### config.mk
export PLATFORM = sky130hd
export DESIGN_NAME = sync_data_update_ctrl
export DESIGN_NICKNAME = d
export VERILOG_FILES = /design/src/rtl/sync_data_settle_filter.sv /design/src/rtl/sync_data_update_ctrl.sv
export SDC_FILE = /design/constraint.sdc
export NUM_CORES = 1
export LEC_CHECK = 0
export ABC_AREA = 1
export CAP_MARGIN = 20
export CORE_UTILIZATION = 57
export DETAILED_ROUTE_END_ITERATION = 12
export PLACE_DENSITY_LB_ADDON = 0.25
export SLEW_MARGIN = 20
export SYNTH_ARGS = -nofsm -noshare
export SYNTH_HDL_FRONTEND = slang
export SYNTH_HIERARCHICAL = 1
export SYNTH_SLANG_ARGS = --single-unit
### constraint.sdc
create_clock -name clk -period 4.18 [get_ports clk]
set_clock_uncertainty 0.05 [all_clocks]
set_input_delay 1.045 -clock clk [delete_from_list [all_inputs] [get_ports clk]]
set_output_delay 1.045 -clock clk [all_outputs]
set_load 0.05 [all_outputs]
### src/rtl/sync_data_settle_filter.sv
// Settle filter: tracks a candidate word and counts how many consecutive edges
// it has been sampled unchanged; pulses stable_o on the edge it may be offered.
module sync_data_settle_filter #(
  parameter int DATA_WIDTH    = 8,
  parameter int SETTLE_CYCLES = 4
) (
  input  logic                  clk,
  input  logic                  rst,
  input  logic                  start_i,
  input  logic                  settle_i,
  input  logic [DATA_WIDTH-1:0] in_data_i,
  input  logic [DATA_WIDTH-1:0] applied_i,
  output logic                  stable_o,
  output logic [DATA_WIDTH-1:0] cand_o
);
  localparam int CW = $clog2(SETTLE_CYCLES) + 1;
  localparam logic [CW-1:0] LAST = CW'(SETTLE_CYCLES - 1);

  logic [DATA_WIDTH-1:0] cand_q, cand_d;
  logic [CW-1:0]         cnt_q, cnt_d;
  logic                  live;

  // A revert to the applied value is handled by the FSM; the filter just holds.
  assign live = settle_i && (in_data_i != applied_i);

  always_comb begin
    cand_d = cand_q;
    cnt_d  = cnt_q;
    if (start_i) begin
      cand_d = in_data_i;
      cnt_d  = '0;
    end else if (live) begin
      if (in_data_i != cand_q) begin
        cand_d = in_data_i;
        cnt_d  = '0;
      end else if (cnt_q != LAST) begin
        cnt_d = cnt_q + CW'(1);
      end
    end
  end

  always_ff @(posedge clk) begin
    if (rst) begin
      cand_q <= '0;
      cnt_q  <= '0;
    end else begin
      cand_q <= cand_d;
      cnt_q  <= cnt_d;
    end
  end

  assign stable_o = live && (in_data_i == cand_q) && (cnt_q == LAST);
  assign cand_o   = cand_q;
endmodule

### src/rtl/sync_data_update_ctrl.sv
// Change detector after a multi-bit synchroniser: settles each new word, offers
// it once over valid/ready, and tracks applied value, update count and overrun.
module sync_data_update_ctrl #(
  parameter int DATA_WIDTH    = 8,
  parameter int SETTLE_CYCLES = 4,
  parameter int COUNT_WIDTH   = 16
) (
  input  logic                   clk,
  input  logic                   rst,
  input  logic [DATA_WIDTH-1:0]  in_data,
  output logic [DATA_WIDTH-1:0]  upd_data,
  output logic                   upd_valid,
  input  logic                   upd_ready,
  output logic [DATA_WIDTH-1:0]  applied_data,
  output logic [COUNT_WIDTH-1:0] update_count,
  output logic                   pending,
  output logic                   overrun
);
  typedef enum logic [1:0] {IDLE, SETTLE, OFFER} state_e;

  state_e                 state_q;
  logic [DATA_WIDTH-1:0]  upd_data_q, applied_q, cand;
  logic [COUNT_WIDTH-1:0] count_q;
  logic                   upd_valid_q, overrun_q, stable, start;

  assign start = (state_q == IDLE) && (in_data != applied_q);

  sync_data_settle_filter #(
    .DATA_WIDTH   (DATA_WIDTH),
    .SETTLE_CYCLES(SETTLE_CYCLES)
  ) u_filt (
    .clk      (clk),
    .rst      (rst),
    .start_i  (start),
    .settle_i (state_q == SETTLE),
    .in_data_i(in_data),
    .applied_i(applied_q),
    .stable_o (stable),
    .cand_o   (cand)
  );

  always_ff @(posedge clk) begin
    if (rst) begin
      state_q     <= IDLE;
      upd_data_q  <= '0;
      upd_valid_q <= 1'b0;
      applied_q   <= '0;
      count_q     <= '0;
      overrun_q   <= 1'b0;
    end else begin
      case (state_q)
        IDLE: if (start) state_q <= SETTLE;
        SETTLE: begin
          if (in_data == applied_q) begin
            state_q <= IDLE;
          end else if (stable) begin
            upd_data_q  <= cand;
            upd_valid_q <= 1'b1;
            state_q     <= OFFER;
          end
        end
        OFFER: begin
          if (in_data != upd_data_q) overrun_q <= 1'b1;
          if (upd_ready) begin
            applied_q   <= upd_data_q;
            count_q     <= count_q + COUNT_WIDTH'(1);
            upd_valid_q <= 1'b0;
            state_q     <= IDLE;
          end
        end
        default: state_q <= IDLE;
      endcase
    end
  end

  assign upd_data     = upd_data_q;
  assign upd_valid    = upd_valid_q;
  assign applied_data = applied_q;
  assign update_count = count_q;
  assign overrun      = overrun_q;
  assign pending      = (in_data != applied_q) && !(upd_valid_q && (in_data == upd_data_q));
endmodule

==> results by stage <==
STA:
- Static timing analysis puts the maximum clock frequency at 281 MHz.
- The post-layout minimum cycle time is 3.55 ns.
- The total setup violations reported at the end of the flow is 0.
- The worst path uses 85.0% of the clock period.
- The hold violation count in the final report was 0.
- The worst max-slew margin expressed relative to the limit is 59.0%.
- Setup repair after global routing left no endpoint under its margin.
- The max-slew violation count came to 0.
- Final hold analysis gives a worst-case slack of 0.422 ns.
- Summed over all failing endpoints, the final setup total negative slack is 0 ns.
- At the pin with the least slew margin, the transition time is 0.614 ns.

Global route:
- Entering global routing, the biggest net connects 22 pins.
- The first global-routing pass estimated 10,200 um of wire.
- In the global route stage, overall resource usage came out at 25.9%.
- The number of global-route vias before repair is 2,293.
- The final global-route overflow total is 0.
- The initial antenna violation count is 0.

Logic synthesis:
- The flop and latch count out of synthesis is 47.
- The number of nets in the synthesized netlist is 432.
- In this run the cell area of the synthesized design comes to 2660 sq um.
- The number of synthesized flops with an enable pin is 0.
- In the synthesized netlist the async set-or-reset flop fraction comes to 0%.
- The sequential cell area fraction in the yosys report is 35.3%.
- After technology mapping, the gate count stands at 418.
- The warning count from the yosys run is 6.
- Synthesis instantiated 31 different standard cells from the library.
- The average cell area after synthesis is 6.37 sq um.
- The prevailing post-synth register cell is dfxtp_1.

Hold path:
- The startpoint identified for the worst hold timing path is overrun.
- The path type of the worst min-delay path is reg -> reg.

Critical path:
- The most critical setup path has its endpoint at pending.
- STA classifies the critical path endpoint as an output port.
- The launch instance of the worst register-to-register path is applied_data[5].
- Measured in cells, the most critical reg-to-reg path has a length of 13.
- The critical path starts at in_data[0].
- The endpoint of the lowest-slack register-to-register path is u_filt/cand_o[1].
- The required time of the worst setup path is 3.08 ns.
- The maximum fanout count along the critical path is 6.
- STA classifies the critical path startpoint as a primary input.
- STA puts the critical path data arrival time at 2.46 ns.
- Setup slack on the worst reg-to-reg path comes out at 1.98 ns.
- The worst setup path is of the in -> out kind.

Floorplan:
- The floorplan step set the die width to 70.4 um.
- 46 I/O pins were placed.
- The initial core utilization is 60.3%.
- The core area is 4410 sq um.
- The full die area is 4950 sq um.
- The chip height is 70.4 um.
- The floorplan has 24 rows.

Routing:
- The routed design uses 3060 um of met2 wire.
- The wire length per cell is 11.9 um.
- The first-pass detailed-route iteration total is 4.
- In this run, the number of DRC markers left after iteration 0 of detailed routing was 215.
- The antenna violation net count after detailed routing is 0.
- The via count of the routed design is 2,612.
- In the final routing, the length of wire on met1 measures 2740 um.
- The final layout contains routed wiring with a total length of 6150 um.
- The met3 wire length is 299 um.
- The highest metal layer with signal wires is met4.
- After detailed routing, the number of remaining DRC violations is 0.
- In the routed layout, each cell is associated on average with a via count of 5.05.

Final layout:
- The finished layout cell area is 3240 sq um.
- The area added between synthesis and finish is 21.8%.
- The fraction of the core area covered by cells at the end of the flow is 73.5%.
- Cells with a size suffix above 1 make up 5.81% of the layout.
- The number of antenna cells inserted is 0.
- In the final design database the tool counted 478 nets.
- The library cells used most frequently in the layout, excluding fill and tap cells, are nand2_1 (124), nor2_1 (62), inv_1 (59).
- Fill cells in the final layout number 381.
- The most common cell after layout, fill and taps aside is nand2_1.

Power:
- The total power per unit cell area is 250 nW/um^2.
- The worst-case IR drop observed on VDD is 0.203 mV.
- The leakage power total is 1.33 nW.
- The post-route total power is 813 uW.

Clock tree:
- The largest buffer count on any clock path is 2.
- Clock latency on the worst-skew pair, taken at its later pin, is 0.30 ns.
- The clock tree synthesis step divided the H-tree into 2 levels.
- The clock tree from TritonCTS is yes.
- After clock tree synthesis, the clock-pin slew on the worst setup and hold paths is 0.08 ns.
- The number of gates resized after cts is 0.
- After clock tree synthesis, the flow added hold-fix buffers numbering 0.
- The number of buffers inserted during clock tree synthesis is 5.
- The root cell of the clock tree is clkbuf_8.
- The number of buffers added for setup after CTS is 0.
- The clock net in this run drives a total of 47 sinks.

Placed design:
- After detailed placement, the total cell area comes to 3160 sq um.
- In this run the tool buffered the top-level ports with 45 buffer cells.
- The detailed-placement wirelength estimate is 4500 um.
- At the end of routability-driven placement, the weighted congestion stood at 0.842.

Job:
- The max capacitance violation total is 0.

Status:
- The flow ran to the end, and the final reports show no timing, DRC or antenna violations.
## power breakdown
part	switching, mW	internal, mW
Combinational	0.0525	0.0346
Clock	0.148	0.118
Sequential	0.00590	0.454
## critical path, stage by stage
cell and delay [ns]:
clkdlybuf4s50_1 0.62, xnor2_1 0.15, nand2_1 0.06, nor2_1 0.19, nand3_1 0.10, nand2_1 0.08
inv_1 0.07, buf_12 0.14
## layout make-up
class | instances | area [sq um] | area share, %
repair buffers | 48 | 483 | 14.9
clock inverters | 1 | 5.00 | 0.154
multi-input cells | 300 | 1440 | 44.4
clock buffers | 7 | 76.3 | 2.35
flip-flops and latches | 47 | 941 | 29.0
inverters | 62 | 234 | 7.21
well taps | 52 | 65.1 | 2.01
## worst min path at each step
stage | cells after the start | endpoint | slack [ns]
after floorplan | 2 | u_filt/cnt_q[0] | 0.44
after global placement | 2 | overrun | 0.41
after detailed placement | 2 | overrun | 0.41
after CTS | 2 | overrun | 0.43
after global routing | 2 | upd_valid | 0.47
final | 2 | overrun | 0.42
## Yosys cell counts (2+ instances only)
cell,instances,area (sq um)
inv_1,59,221
nand4_1,2,12.5
nor2_1,62,233
o21ai_0,12,60.1
ha_1,3,37.5
dfxtp_1,47,941
nand2_2,2,12.5
xor2_1,2,17.5
nor3_2,2,20.0
nor3_1,3,15.0
nand3_1,26,130
nor2_2,5,31.3
a21oi_1,27,135
clkbuf_1,3,11.3
nand2_1,124,465
xnor2_1,20,175
buf_2,3,15.0
nand3_2,3,30.0
## layer usage
| metal | GRT usage, % | up-vias |
|---|---|---|
| li1 | - | 1375 |
| met1 | 31.9 | 1173 |
| met2 | 45.3 | 59 |
| met3 | 4.76 | 5 |
| met4 | 8.00 | 0 |
| met5 | 0 | - |
## logic make-up after synthesis
| kind of cell | after synthesis | synth area share, % |
|---|---|---|
| xor+xnor | 22 | 7.23 |
| buf+inv | 71 | 10.6 |
| compound gates | 41 | 7.80 |
| fa+ha+maj | 3 | 1.41 |
| simple gates | 234 | 37.6 |
| flops | 47 | 35.3 |
## stage by stage
stage	setup WS [ns]	cells
after floorplan	1.23	418
after global placement	0.636	509
after detailed placement	0.617	509
after CTS	0.616	517
after global routing	0.557	517
final	0.627	517
## state kept, by name (all words and copies together) (netlist names)
signal and count:
state_q 2, u_filt/cnt_q 3, upd_data 8, upd_valid 1
overrun 1, applied_data 8, update_count 16, u_filt/cand_o 8
Power figures use the tool's default switching activity.
